--- config.mk ---
export PLATFORM = sky130hd
export DESIGN_NAME = ikbd_rx_pacer_flat
export DESIGN_NICKNAME = d
export VERILOG_FILES = /design/src/rtl/ikbd_rx_pacer_if.sv /design/src/rtl/ikbd_rx_pacer.sv /design/src/flat_wrapper.sv
export SDC_FILE = /design/constraint.sdc
export NUM_CORES = 1
export LEC_CHECK = 0
export CORE_MARGIN = 8
export CORE_UTILIZATION = 35
export DETAILED_ROUTE_END_ITERATION = 12
export GPL_ROUTABILITY_DRIVEN = 0
export PLACE_DENSITY = 0.51
export SETUP_SLACK_MARGIN = 0.3
export SLEW_MARGIN = 20
export SYNTH_ARGS = -nofsm -noshare
export SYNTH_HDL_FRONTEND = slang
export SYNTH_SLANG_ARGS = --single-unit
--- constraint.sdc ---
create_clock -name clk -period 2.6 [get_ports clk]
set_input_delay 0.52 -clock clk [delete_from_list [all_inputs] [get_ports clk]]
set_output_delay 0.52 -clock clk [all_outputs]
set_load 0.05 [all_outputs]
--- src/rtl/ikbd_rx_pacer_if.sv ---
// IKBD byte pacer bus: SPI-side byte strobe in, ACIA-side byte strobe out,
// plus flush/hold controls and buffer status.
interface ikbd_rx_pacer_if #(
    parameter int DEPTH_LOG2 = 3
);
    logic                  in_strobe;
    logic [7:0]            in_data;
    logic                  flush;
    logic                  hold;
    logic                  clear_overflow;
    logic                  out_strobe;
    logic [7:0]            out_data;
    logic [DEPTH_LOG2:0]   level;
    logic                  overflow;

    modport master (
        output in_strobe, in_data, flush, hold, clear_overflow,
        input  out_strobe, out_data, level, overflow
    );

    modport slave (
        input  in_strobe, in_data, flush, hold, clear_overflow,
        output out_strobe, out_data, level, overflow
    );
endinterface

--- src/rtl/ikbd_rx_pacer.sv ---
// Buffers IKBD bytes from the IO controller and releases them to the ACIA
// no faster than one 10-bit serial frame apart.
module ikbd_rx_pacer #(
    parameter int DEPTH_LOG2 = 3,
    parameter int BYTE_CLKS  = 10240
) (
    input logic             clk,
    input logic             reset,
    ikbd_rx_pacer_if.slave  bus
);
    localparam int DEPTH = 1 << DEPTH_LOG2;
    localparam int CW    = (BYTE_CLKS > 1) ? $clog2(BYTE_CLKS) : 1;

    localparam logic [CW-1:0]         GAP_INIT = CW'(BYTE_CLKS - 1);
    localparam logic [CW-1:0]         CNT_ONE  = CW'(1);
    localparam logic [DEPTH_LOG2:0]   FULL     = (DEPTH_LOG2 + 1)'(DEPTH);
    localparam logic [DEPTH_LOG2:0]   LVL_ONE  = (DEPTH_LOG2 + 1)'(1);
    localparam logic [DEPTH_LOG2-1:0] PTR_ONE  = DEPTH_LOG2'(1);

    typedef enum logic {IDLE, GAP} state_t;

    state_t                state_q, state_d;
    logic [CW-1:0]         cnt_q, cnt_d;
    logic [DEPTH_LOG2-1:0] wr_ptr_q, wr_ptr_d;
    logic [DEPTH_LOG2-1:0] rd_ptr_q, rd_ptr_d;
    logic [DEPTH_LOG2:0]   level_q, level_d;
    logic [7:0]            out_data_q, out_data_d;
    logic                  out_strobe_q, out_strobe_d;
    logic                  overflow_q, overflow_d;
    logic                  hold_q;
    logic [7:0]            mem_q [DEPTH];

    logic release_go;
    logic pop;
    logic push;
    logic drop;

    // The head leaves the FIFO in the cycle its strobe is visible.
    assign release_go = (state_q == IDLE) && (level_q != '0)
                        && !hold_q && !bus.flush;
    assign pop  = out_strobe_q && !bus.flush;
    assign push = bus.in_strobe && !bus.flush && ((level_q != FULL) || pop);
    assign drop = bus.in_strobe && !bus.flush && (level_q == FULL) && !pop;

    always_ff @(posedge clk) begin
        if (reset) begin
            state_q      <= IDLE;
            cnt_q        <= '0;
            wr_ptr_q     <= '0;
            rd_ptr_q     <= '0;
            level_q      <= '0;
            out_data_q   <= '0;
            out_strobe_q <= 1'b0;
            overflow_q   <= 1'b0;
            hold_q       <= 1'b0;
        end else begin
            state_q      <= state_d;
            cnt_q        <= cnt_d;
            wr_ptr_q     <= wr_ptr_d;
            rd_ptr_q     <= rd_ptr_d;
            level_q      <= level_d;
            out_data_q   <= out_data_d;
            out_strobe_q <= out_strobe_d;
            overflow_q   <= overflow_d;
            hold_q       <= bus.hold;
        end
    end

    always_ff @(posedge clk) begin
        if (push && !reset) begin
            mem_q[wr_ptr_q] <= bus.in_data;
        end
    end

    always_comb begin
        state_d = state_q;
        cnt_d   = cnt_q;
        if (bus.flush) begin
            state_d = IDLE;
            cnt_d   = '0;
        end else begin
            unique case (state_q)
                IDLE: begin
                    if (release_go) begin
                        state_d = GAP;
                        cnt_d   = GAP_INIT;
                    end
                end
                GAP: begin
                    if (cnt_q == '0) begin
                        state_d = IDLE;
                    end else begin
                        cnt_d = cnt_q - CNT_ONE;
                    end
                end
            endcase
        end
    end

    always_comb begin
        out_strobe_d = release_go;
        out_data_d   = release_go ? mem_q[rd_ptr_q] : out_data_q;
        rd_ptr_d     = pop  ? rd_ptr_q + PTR_ONE : rd_ptr_q;
        wr_ptr_d     = push ? wr_ptr_q + PTR_ONE : wr_ptr_q;
        level_d      = level_q;
        if (push && !pop) begin
            level_d = level_q + LVL_ONE;
        end else if (pop && !push) begin
            level_d = level_q - LVL_ONE;
        end
        // A dropped byte outranks a same-cycle clear.
        if (drop) begin
            overflow_d = 1'b1;
        end else if (bus.clear_overflow) begin
            overflow_d = 1'b0;
        end else begin
            overflow_d = overflow_q;
        end
        if (bus.flush) begin
            rd_ptr_d   = '0;
            wr_ptr_d   = '0;
            level_d    = '0;
            overflow_d = 1'b0;
        end
    end

    assign bus.out_strobe = out_strobe_q && !reset;
    assign bus.out_data   = out_data_q;
    assign bus.level      = level_q;
    assign bus.overflow   = overflow_q;
endmodule

--- src/flat_wrapper.sv ---
// flat-port wrapper written by rule: the top's interface ports become plain ports
module ikbd_rx_pacer_flat 
#(
    parameter int DEPTH_LOG2 = 3,
    parameter int BYTE_CLKS  = 10240
)
  (clk, reset, bus_in_strobe, bus_in_data, bus_flush, bus_hold, bus_clear_overflow, bus_out_strobe, bus_out_data, bus_level, bus_overflow);
  ikbd_rx_pacer_if #(.DEPTH_LOG2(DEPTH_LOG2)) bus_i ();
  input logic clk;
  input logic reset;
  input wire logic [$bits(bus_i.in_strobe)-1:0] bus_in_strobe;
  input wire logic [$bits(bus_i.in_data)-1:0] bus_in_data;
  input wire logic [$bits(bus_i.flush)-1:0] bus_flush;
  input wire logic [$bits(bus_i.hold)-1:0] bus_hold;
  input wire logic [$bits(bus_i.clear_overflow)-1:0] bus_clear_overflow;
  output wire logic [$bits(bus_i.out_strobe)-1:0] bus_out_strobe;
  output wire logic [$bits(bus_i.out_data)-1:0] bus_out_data;
  output wire logic [$bits(bus_i.level)-1:0] bus_level;
  output wire logic [$bits(bus_i.overflow)-1:0] bus_overflow;
  assign bus_i.in_strobe = bus_in_strobe;
  assign bus_i.in_data = bus_in_data;
  assign bus_i.flush = bus_flush;
  assign bus_i.hold = bus_hold;
  assign bus_i.clear_overflow = bus_clear_overflow;
  assign bus_out_strobe = bus_i.out_strobe;
  assign bus_out_data = bus_i.out_data;
  assign bus_level = bus_i.level;
  assign bus_overflow = bus_i.overflow;
  ikbd_rx_pacer #(.DEPTH_LOG2(DEPTH_LOG2), .BYTE_CLKS(BYTE_CLKS)) u_core (.clk(clk), .reset(reset), .bus(bus_i));
endmodule
## Yosys cells after proc, flatten, opt, wreduce, memory -nomap -nowiden

Memory sizes are Yosys's and may differ from the RTL's. A register that Yosys moved wholly into a read port is not among the register bits.
Cells that the tools add are included.

- Reduce and logical (&&, ||, !) cells: 24
- Multiplexer cells: 12
- Equality and inequality tests: 4
- Bitwise operators: 1
- Add/subtract/negate cells: 5

Operators with widths:

| operator | count |
|---|---|
| $mux W14 | 2 |
| $pmux W14 S2 | 1 |
| $logic_not A14 Y1 | 1 |
| $sub A14 B1 Y14 const B | 1 |
| $logic_and A1 B1 Y1 | 12 |
| $mux W4 | 2 |
| $add A3 B1 Y3 const B | 2 |
| $mux W1 | 6 |
| $logic_not A1 Y1 | 5 |
| $add A4 B1 Y4 const B | 1 |
| $eq A4 B4 Y1 const B | 1 |
| $ne A4 B4 Y1 const B | 1 |
| $reduce_bool A2 Y1 | 2 |
| $reduce_bool A4 Y1 | 1 |
| $sub A4 B1 Y4 const B | 1 |
| $ne A2 B1 Y1 const B | 1 |
| $ne A2 B2 Y1 const B | 1 |
| $pmux W1 S2 | 1 |
| $reduce_and A2 Y1 | 1 |
| $reduce_or A2 Y1 | 1 |
| $logic_or A1 B1 Y1 | 1 |
| $not A1 Y1 | 1 |

- Bits in registers: 28
- Memories: 1
- Bits of input ports: 14
- Bits in writable memories: 64
- Output and inout bits: 14

Memory list:

| name | words | width | read ports | clocked after memory_dff | write ports | line | RTL |
|---|---|---|---|---|---|---|---|
| u_core.mem_q | 8 | 8 | 1 | 1 | 1 | ikbd_rx_pacer.sv:31 | `logic [7:0] mem_q [DEPTH];` |

## Logic depth before layout (Yosys ltp)

Gate-level depths: netlist of the first run.

- Depth in word-level cells: 8
- Gate-level depth with buffers: 9
- Depth with buffers taken out: 9

## Least setup slack after synthesis of the first run

Ideal clock, no wire load.

- Path kind: reg2reg
- Start: reg u_core.level_q[0], in the netlist u_core.bus.level[0]
- End: mem u_core.mem_q[0][0] (enable)
- Path slack: -0.248 ns
- Arrival time: 2.464 ns
- Path buffers: 0
- Stages on the path, launching flop included: 5
- Period minus slack after synthesis: 2.848 ns
- Data required time: 2.217 ns
- Setup time: 0.383 ns
- Cell sequence: dfxtp_1 -> nor3_1 -> a31oi_1 -> or3b_2 -> nor3_1

- Cells in the longest elaborated chain, start to end: 6

Ends and longest elaborated chain:

| what | line | RTL |
|---|---|---|
| start, declared | ikbd_rx_pacer.sv:26 | `logic [DEPTH_LOG2:0] level_q, level_d;` |
| start signal, assigned | ikbd_rx_pacer.sv:61 | `level_q <= level_d;` |
| $ne A4 B4 Y1 | ikbd_rx_pacer.sv:42 | `assign push = bus.in_strobe && !bus.flush && ((level_q != FULL) \|\| pop);` |
| $logic_or A1 B1 Y1 | ikbd_rx_pacer.sv:42 |  |
| $logic_and A1 B1 Y1 | ikbd_rx_pacer.sv:42 |  |
| $logic_and A1 B1 Y1 | ikbd_rx_pacer.sv:70 | `if (push && !reset) begin` |
| $mux W1 | ikbd_rx_pacer.sv:70 |  |
| $mux W1 (not written as such) | ikbd_rx_pacer.sv:71 | `mem_q[wr_ptr_q] <= bus.in_data;` |
| end, declared | ikbd_rx_pacer.sv:31 |  |

Every way passes these cells.

## Worst setup path after layout of the first run

- Start: in bus_in_strobe
- End: mem u_core.mem_q[6][4] (enable)

- Cells in the longest elaborated chain, start to end: 5

Ends and longest elaborated chain:

| what | line | RTL |
|---|---|---|
| start, declared | flat_wrapper.sv:11 | `input wire logic [$bits(bus_i.in_strobe)-1:0] bus_in_strobe;` |
| $logic_and A1 B1 Y1 (2 in series) | ikbd_rx_pacer.sv:42 |  |
| $logic_and A1 B1 Y1 | ikbd_rx_pacer.sv:70 |  |
| $mux W1 | ikbd_rx_pacer.sv:70 |  |
| $mux W1 (not written as such) | ikbd_rx_pacer.sv:71 |  |

Every way passes these cells.

==> results.md, run 1 <==
| Metric | Reported | Unit |
|---|---|---|
| Antenna diode count | 0 | - |
| # port buffers | 27 | - |
| Hold buffers post-CTS | 0 | - |
| Initial antenna violation count | 0 | - |
| Core ar. | 0.0113 | mm2 |
| Total global routing track utilization | 11.7 | % |
| Most used standard cell by instance count after synthesis | sky130_fd_sc_hd__edfxtp_1 | - |
| Mapped Nets | 308 | - |
| Slew at the pin closest to its max-slew limit | 0.586 | ns |
| Area overhead of the layout relative to synthesis | 22.9 | % |
| Type of the worst setup path | in2reg | - |
| Commonest cells in the synthesized netlist | 64 x sky130_fd_sc_hd__edfxtp_1, 36 x sky130_fd_sc_hd__dfxtp_1, 29 x sky130_fd_sc_hd__nor2_1 | - |
| Number of clock buffers inserted by TritonCTS | 9 | - |
| Vias in the first global route | 2492 | - |
| Clock period minus worst slack | 2.23 | ns |
| Setup fix buffers added after clock tree synthesis | 0 | - |
| Latest clock arrival within the worst-skew pair | 0.34 | ns |
| Upper clock frequency limit | 449 | MHz |
| Max rail drop VDD | 468 | uV |
| CTS tree | yes | - |
| Critical path fanouts, max | 6 | - |
| Post-route non-filler standard cell count | 481 | - |
| Top-level I/O count | 28 | - |
| Post-synth EDFFs | 64 | - |
| Total count of max-transition violations in the final report | 0 | - |
| Summed negative setup slack over all endpoints | 0 | ns |
| Drt drc | 0 | - |
| Fraction of final layout cells with drive strength greater than 1 | 22.2 | % |
| Final net count | 355 | - |
| Asr flop ratio synth | 0 | % |
| Total power density per cell area | 656 | mW/mm2 |
| Iter 0 DRT Violations | 174 | - |
| Total wirelength of the detailed-routed design | 8.38 | mm |
| Register bit total from synthesis | 100 | - |
| Die Span Y | 123 | um |
| Total number of placement rows | 39 | - |
| Critical Path Start Type | primary input | - |
| Number of different library cells in the post-synthesis netlist | 43 | - |
| Num Clock Sinks | 100 | - |
| Post-Synthesis Mean Instance Area | 14.1 | um2 |
| Root Driver | sky130_fd_sc_hd__clkbuf_16 | - |
| Total iterations of the first detailed-routing run | 4 | - |
| Initial core utilization | 35.7 | % |
| Dominant cells by area after synthesis | sky130_fd_sc_hd__edfxtp_1 48%, sky130_fd_sc_hd__dfxtp_1 18%, sky130_fd_sc_hd__mux4_2 8.9% | - |
| Final count of negative-setup-slack endpoints | 0 | - |
| Final core utilization | 43.8 | % |
| Final number of hold-violating endpoints | 0 | - |
| Hold WC Path Type | reg2reg | - |
| Placed Cells incl. Taps | 465 | - |
| Synthesized instance count | 286 | - |
| DRT antenna net count | 0 | - |
| Unrepaired setup endpoints after global routing | true | - |
| Final-layout fill cell count | 1029 | - |
| Clock-pin slew on the worst setup and hold paths | 0.07 | ns |
| GR Overflow Total | 0 | - |
| Die outline width | 123 | um |
| Sequential area share after synthesis | 65.4 | % |
| Required time reported for the critical path endpoint | 2.66 | ns |
| Pin count of the biggest net entering global routing | 19 | - |
| Slew margin rel. | 60.7 | % |
| Area occupied by multi-input gates | 0.00139 | mm2 |
| First-pass GRT wire length | 13.4 | mm |
| Outcome | completed | - |
| CTS H-Tree Depth | 3 | - |
| Final worst path period share | 85.7 | % |
| Arrival time at the worst endpoint | 2.28 | ns |
| Max-cap viol count | 0 | - |
| Half-perimeter wire length after placement | 5.82 | mm |
| Via/cell ratio | 5.12 | - |
| Final setup skew | 0.0125 | ns |
| Area occupied by registers | 0.00265 | mm2 |
| Number of buffers on the longest clock path | 2 | - |
| Post-synth top area share | 47.6 | % |
| Most used flip-flop cell after synthesis | sky130_fd_sc_hd__edfxtp_1 | - |
| Die area | 0.0152 | mm2 |
| Routed wire length per instance | 17.4 | um |
| Endpoint type of the worst setup path | flip-flop | - |
| Total number of vias | 2463 | - |
| Biggest area consumer among synthesized cells | sky130_fd_sc_hd__edfxtp_1 | - |
| Yosys Warn Count | 0 | - |
| Netlist area before placement | 0.00404 | mm2 |
| Static Leakage | 1.62 | nW |
## cells in the final DEF (no fill, tap or decap), types with 2 or more instances in the layout
cell	instances
sky130_fd_sc_hd__inv_6	4
sky130_fd_sc_hd__or2_2	2
sky130_fd_sc_hd__nand2b_1	3
sky130_fd_sc_hd__nand2b_4	2
sky130_fd_sc_hd__mux4_2	16
sky130_fd_sc_hd__or3_1	2
sky130_fd_sc_hd__nor3_2	2
sky130_fd_sc_hd__nor3_1	12
sky130_fd_sc_hd__clkdlybuf4s50_1	25
sky130_fd_sc_hd__nand2_1	9
sky130_fd_sc_hd__a31o_2	3
sky130_fd_sc_hd__edfxtp_1	64
sky130_fd_sc_hd__dfxtp_1	33
sky130_fd_sc_hd__o22ai_1	9
sky130_fd_sc_hd__xor2_1	2
sky130_fd_sc_hd__a21oi_1	7
sky130_fd_sc_hd__o21ai_0	2
sky130_fd_sc_hd__or4_1	7
sky130_fd_sc_hd__nand3b_1	2
sky130_fd_sc_hd__clkbuf_16	9
sky130_fd_sc_hd__nand3_1	5
sky130_fd_sc_hd__mux2i_1	3
sky130_fd_sc_hd__nor2_1	29
sky130_fd_sc_hd__a31oi_1	9
sky130_fd_sc_hd__ha_1	5
sky130_fd_sc_hd__inv_1	4
sky130_fd_sc_hd__xnor2_1	4
sky130_fd_sc_hd__and2_1	3
sky130_fd_sc_hd__buf_4	23
sky130_fd_sc_hd__a311oi_1	3
sky130_fd_sc_hd__nor2b_1	2
sky130_fd_sc_hd__o31ai_1	6
sky130_fd_sc_hd__dfxtp_2	3
## logic make-up after synthesis
kind of cell / synth area share [%]
xor+xnor: 1.30
simple gates: 11.7
mux: 9.66
buf+inv: 1.86
fa+ha+maj: 2.66
flops: 65.4
compound gates: 7.40
## cell type report
class / instances / share of cell area (%)
Multi-Input combinational cell: 167 / 28.0
Clock inverter: 6 / 1.03
Inverter: 5 / 0.378
Sequential cell: 100 / 53.3
Tap cell: 143 / 3.60
Timing Repair Buffer: 50 / 9.10
Clock buffer: 10 / 4.61
## per-stage QoR
step	hold slack [ns]	total power [W]	setup slack, ns	cell area, um2
after floorplan	0.455	0.00192	0.350	4090
after global placement	0.476	0.00202	-0.0414	4670
after detailed placement	0.481	0.00202	-0.150	4670
after CTS	0.495	0.00330	0.356	4960
after global routing	0.531	0.00339	0.292	4960
final	0.494	0.00325	0.373	4960
## metal layers
| metal | track usage, % | share of wire, % | vias to the layer above |
|---|---|---|---|
| met2 | 19.1 | 48 | 32 |
| met1 | 14.9 | 48 | 1216 |
| met4 | 3.39 | 1.2 | 0 |
| li1 | - | - | 1208 |
| met3 | 2.97 | 3.3 | 7 |
| met5 | 0 | 0 | - |
## final timing paths
path | slack [ns] | from | endpoint | cells after the start
max | 0.37 | bus_in_strobe | u_core.mem_q[6][4] | 7
min | 0.49 | u_core.cnt_q[12] | u_core.cnt_q[12] | 2
max reg2reg | 0.42 | u_core.cnt_q[0] | u_core.cnt_q[1] | 6
min reg2reg | 0.49 | u_core.cnt_q[12] | u_core.cnt_q[12] | 2
## power breakdown
group / leakage (nW) / total (W) / internal, W / switching (W)
logic: 0.613 / 0.000253 / 0.000101 / 0.000152
clock network: 0.140 / 0.00127 / 0.000669 / 0.000603
registers: 0.870 / 0.00173 / 0.00171 / 0.0000198
total: 1.62 / 0.00325 / 0.00248 / 0.000775
## sequential cells by signal, indices dropped and copies added, names as in the netlist
signal / count
u_core.mem_q: 64
u_core.cnt_q: 14
u_core.bus.out_data: 8
u_core.bus.level: 4
u_core.rd_ptr_q: 3
u_core.wr_ptr_q: 3
u_core.bus.overflow: 1
u_core.hold_q: 1
u_core.out_strobe_q: 1
u_core.state_q: 1
## critical path, cell delays in order
cell	delay (ns)
sky130_fd_sc_hd__clkdlybuf4s50_1	0.50
sky130_fd_sc_hd__nand2b_4	0.07
sky130_fd_sc_hd__a31oi_4	0.15
sky130_fd_sc_hd__buf_4	0.17
sky130_fd_sc_hd__or3b_2	0.50
sky130_fd_sc_hd__nor2_1	0.17
sky130_fd_sc_hd__buf_4	0.19
## repair_timing
item,4_1_cts,5_1_grt
endpoints found under the setup margin,8,6
resized for setup,4,1
pin swaps,2,1
No activity file was read; power rests on OpenSTA's default activity.
==> run 2, diff against run 1 <==
Settings changed: SLEW_MARGIN 20 to 5.
==> results of run 2 <==
The final DEF is identical to that of run 1; final timing and power are the same.
==> run 3, diff against run 2 <==
Settings changed: CAP_MARGIN set to 25, GPL_TIMING_DRIVEN set to 0.
==> run 3 against run 2 <==
Effect of this change: critical path depth is 1 lower; die area unchanged; design area increased by 0.98%; global-route usage rose by 0.75 points; critical endpoint is now u_core.cnt_q[1].
==> results.md, run 3 (synthesis results as in run 1) <==
| Metric | Reported | Unit |
|---|---|---|
| Total number of vias | 2522 | - |
| Critical path fanouts, max | 7 | - |
| Final worst path period share | 86.6 | % |
| Die area | 0.0152 | mm2 |
| Slew at the pin closest to its max-slew limit | 0.867 | ns |
| Total global routing track utilization | 12.4 | % |
| Unrepaired setup endpoints after global routing | true | - |
| Arrival time at the worst endpoint | 2.49 | ns |
| Final-layout fill cell count | 1024 | - |
| Total count of max-transition violations in the final report | 0 | - |
| Number of buffers on the longest clock path | 2 | - |
| Outcome | completed | - |
| Root Driver | sky130_fd_sc_hd__clkbuf_16 | - |
| Max-cap viol count | 0 | - |
| Biggest register | u_core.mem_q | - |
| DRT antenna net count | 0 | - |
| Half-perimeter wire length after placement | 5.68 | mm |
| Type of the worst setup path | reg2reg | - |
| Clock period minus worst slack | 2.25 | ns |
| # port buffers | 27 | - |
| Commonest non-fill, non-tap cell in the layout | sky130_fd_sc_hd__edfxtp_1 | - |
| Final number of hold-violating endpoints | 0 | - |
| Vias in the first global route | 2573 | - |
| Hold WC Path Type | reg2reg | - |
| GR Overflow Total | 0 | - |
| Routed wire length per instance | 17.8 | um |
| Upper clock frequency limit | 444 | MHz |
| Longest individual stage delay on the worst path | 0.64 | ns |
| Iter 0 DRT Violations | 173 | - |
| First-pass GRT wire length | 14.1 | mm |
| Area overhead of the layout relative to synthesis | 24.1 | % |
| Final setup skew | 0.00508 | ns |
| CTS tree | yes | - |
| Total iterations of the first detailed-routing run | 4 | - |
| CP max stage cell | sky130_fd_sc_hd__or4b_2 | - |
| Die Span Y | 123 | um |
| Initial core utilization | 35.7 | % |
| Initial antenna violation count | 0 | - |
| Worst-path cell chain | inv_1, ha_1, or4b_2, nand4bb_2, and3_1, a311oi_1 | - |
| Required time reported for the critical path endpoint | 2.84 | ns |
| Max rail drop VDD | 421 | uV |
| Final count of negative-setup-slack endpoints | 0 | - |
| Final net count | 356 | - |
| Die outline width | 123 | um |
| Clock-pin slew on the worst setup and hold paths | 0.07 | ns |
| Critical Path Start Type | flip-flop | - |
| Total wirelength of the detailed-routed design | 8.60 | mm |
| Fraction of final layout cells with drive strength greater than 1 | 22.4 | % |
| Top-level I/O count | 28 | - |
| Number of clock buffers inserted by TritonCTS | 9 | - |
| CTS H-Tree Depth | 3 | - |
| Num Clock Sinks | 100 | - |
| Antenna diode count | 0 | - |
| Pin count of the biggest net entering global routing | 19 | - |
| Setup slack of the critical path after layout | 0.350 | ns |
| Post-placement worst setup slack | -0.625 | ns |
| Top library cells by usage in the layout, fill and taps aside | 64 x sky130_fd_sc_hd__edfxtp_1, 33 x sky130_fd_sc_hd__dfxtp_1, 25 x sky130_fd_sc_hd__nor2_1, 24 x sky130_fd_sc_hd__clkdlybuf4s50_1, 16 x sky130_fd_sc_hd__mux4_2 | - |
| Total power density per cell area | 669 | mW/mm2 |
| Number of flip-flops under the largest register name | 64 | - |
| Static Leakage | 1.62 | nW |
| Overall power after layout | 0.00335 | W |
| Slew margin rel. | 42.0 | % |
| Latest clock arrival within the worst-skew pair | 0.34 | ns |
| Core ar. | 0.0113 | mm2 |
| Via/cell ratio | 5.23 | - |
| Total number of placement rows | 39 | - |
| Drt drc | 0 | - |
| Endpoint type of the worst setup path | flip-flop | - |
==> run 3: cell types whose count changed in the layout (fill, tap and decap cells not counted), moves of 3 or more <==
cell,previous run,this run
sky130_fd_sc_hd__buf_2,0,5
sky130_fd_sc_hd__buf_4,23,8
sky130_fd_sc_hd__clkbuf_1,1,7
sky130_fd_sc_hd__clkbuf_2,0,3
sky130_fd_sc_hd__nor2_1,29,25
sky130_fd_sc_hd__nor2_4,0,3
==> run 3: repair_timing <==
item / in CTS / in global routing
pin swaps: 6 / 4
setup endpoints to repair: 75 / 51
gates resized for setup: 19 / 8
buffers inserted: 9 / 1
hold buffers: 0 / 0
==> run 3: through the flow <==
stage | instance area (um2) | hold WS (ns) | setup TNS, ns | cells | utilization, %
after CTS | 5000 | 0.497 | 0 | 481 | 44.2
after global placement | 4540 | 0.477 | -33.45 | 456 | 40.1
final | 5010 | 0.493 | 0 | 482 | 44.3
after global routing | 5010 | 0.524 | 0 | 482 | 44.3
after detailed placement | 4550 | 0.481 | -30.14 | 456 | 40.2
after floorplan | 4090 | 0.455 | 0 | 286 | -
==> run 3: per-layer routing <==
metal	up-vias	global-route usage, %	routed length [um]	share of wire, %
met5	-	0	0	0
met4	0	3.31	73	0.85
met3	6	4.11	373	4.3
met2	40	20.1	4220	49
met1	1271	15.6	3930	46
li1	1205	-	-	-
==> run 3: power by group <==
group,switching [W],internal (W)
combinational,0.000157,0.0000994
clock,0.000607,0.000762
sequential,0.0000184,0.00171
==> run 3: path summary, 6_finish.rpt <==
path | startpoint | end | slack, ns | depth (start not counted)
worst max-delay path | u_core.cnt_q[0] | u_core.cnt_q[1] | 0.35 | 6
worst min-delay path | u_core.bus.out_data[5] | u_core.bus.out_data[5] | 0.49 | 2
worst max register to register | u_core.cnt_q[0] | u_core.cnt_q[1] | 0.35 | 6
worst min register to register | u_core.bus.out_data[5] | u_core.bus.out_data[5] | 0.49 | 2
==> run 3: area by class of cell <==
type	count	area, um2	area share (%)
inverters	5	18.8	0.374
flip-flops and latches	100	2650	52.8
well taps	143	179	3.57
plain buffers	14	60.1	1.20
clock inverters	7	80.1	1.60
repair buffers	37	363	7.24
clock buffers	9	225	4.49
multi-input cells	167	1440	28.7
==> run 3: worst max-delay path, delay by kind of cell, from the launching register on <==
kind	cells	cell delay (ns)
and+or+nand+nor	3	1.30
adders and majority gates	1	0.16
buffers and inverters	1	0.11
DFF	1	0.32
AOI/OAI and AO/OA	1	0.26
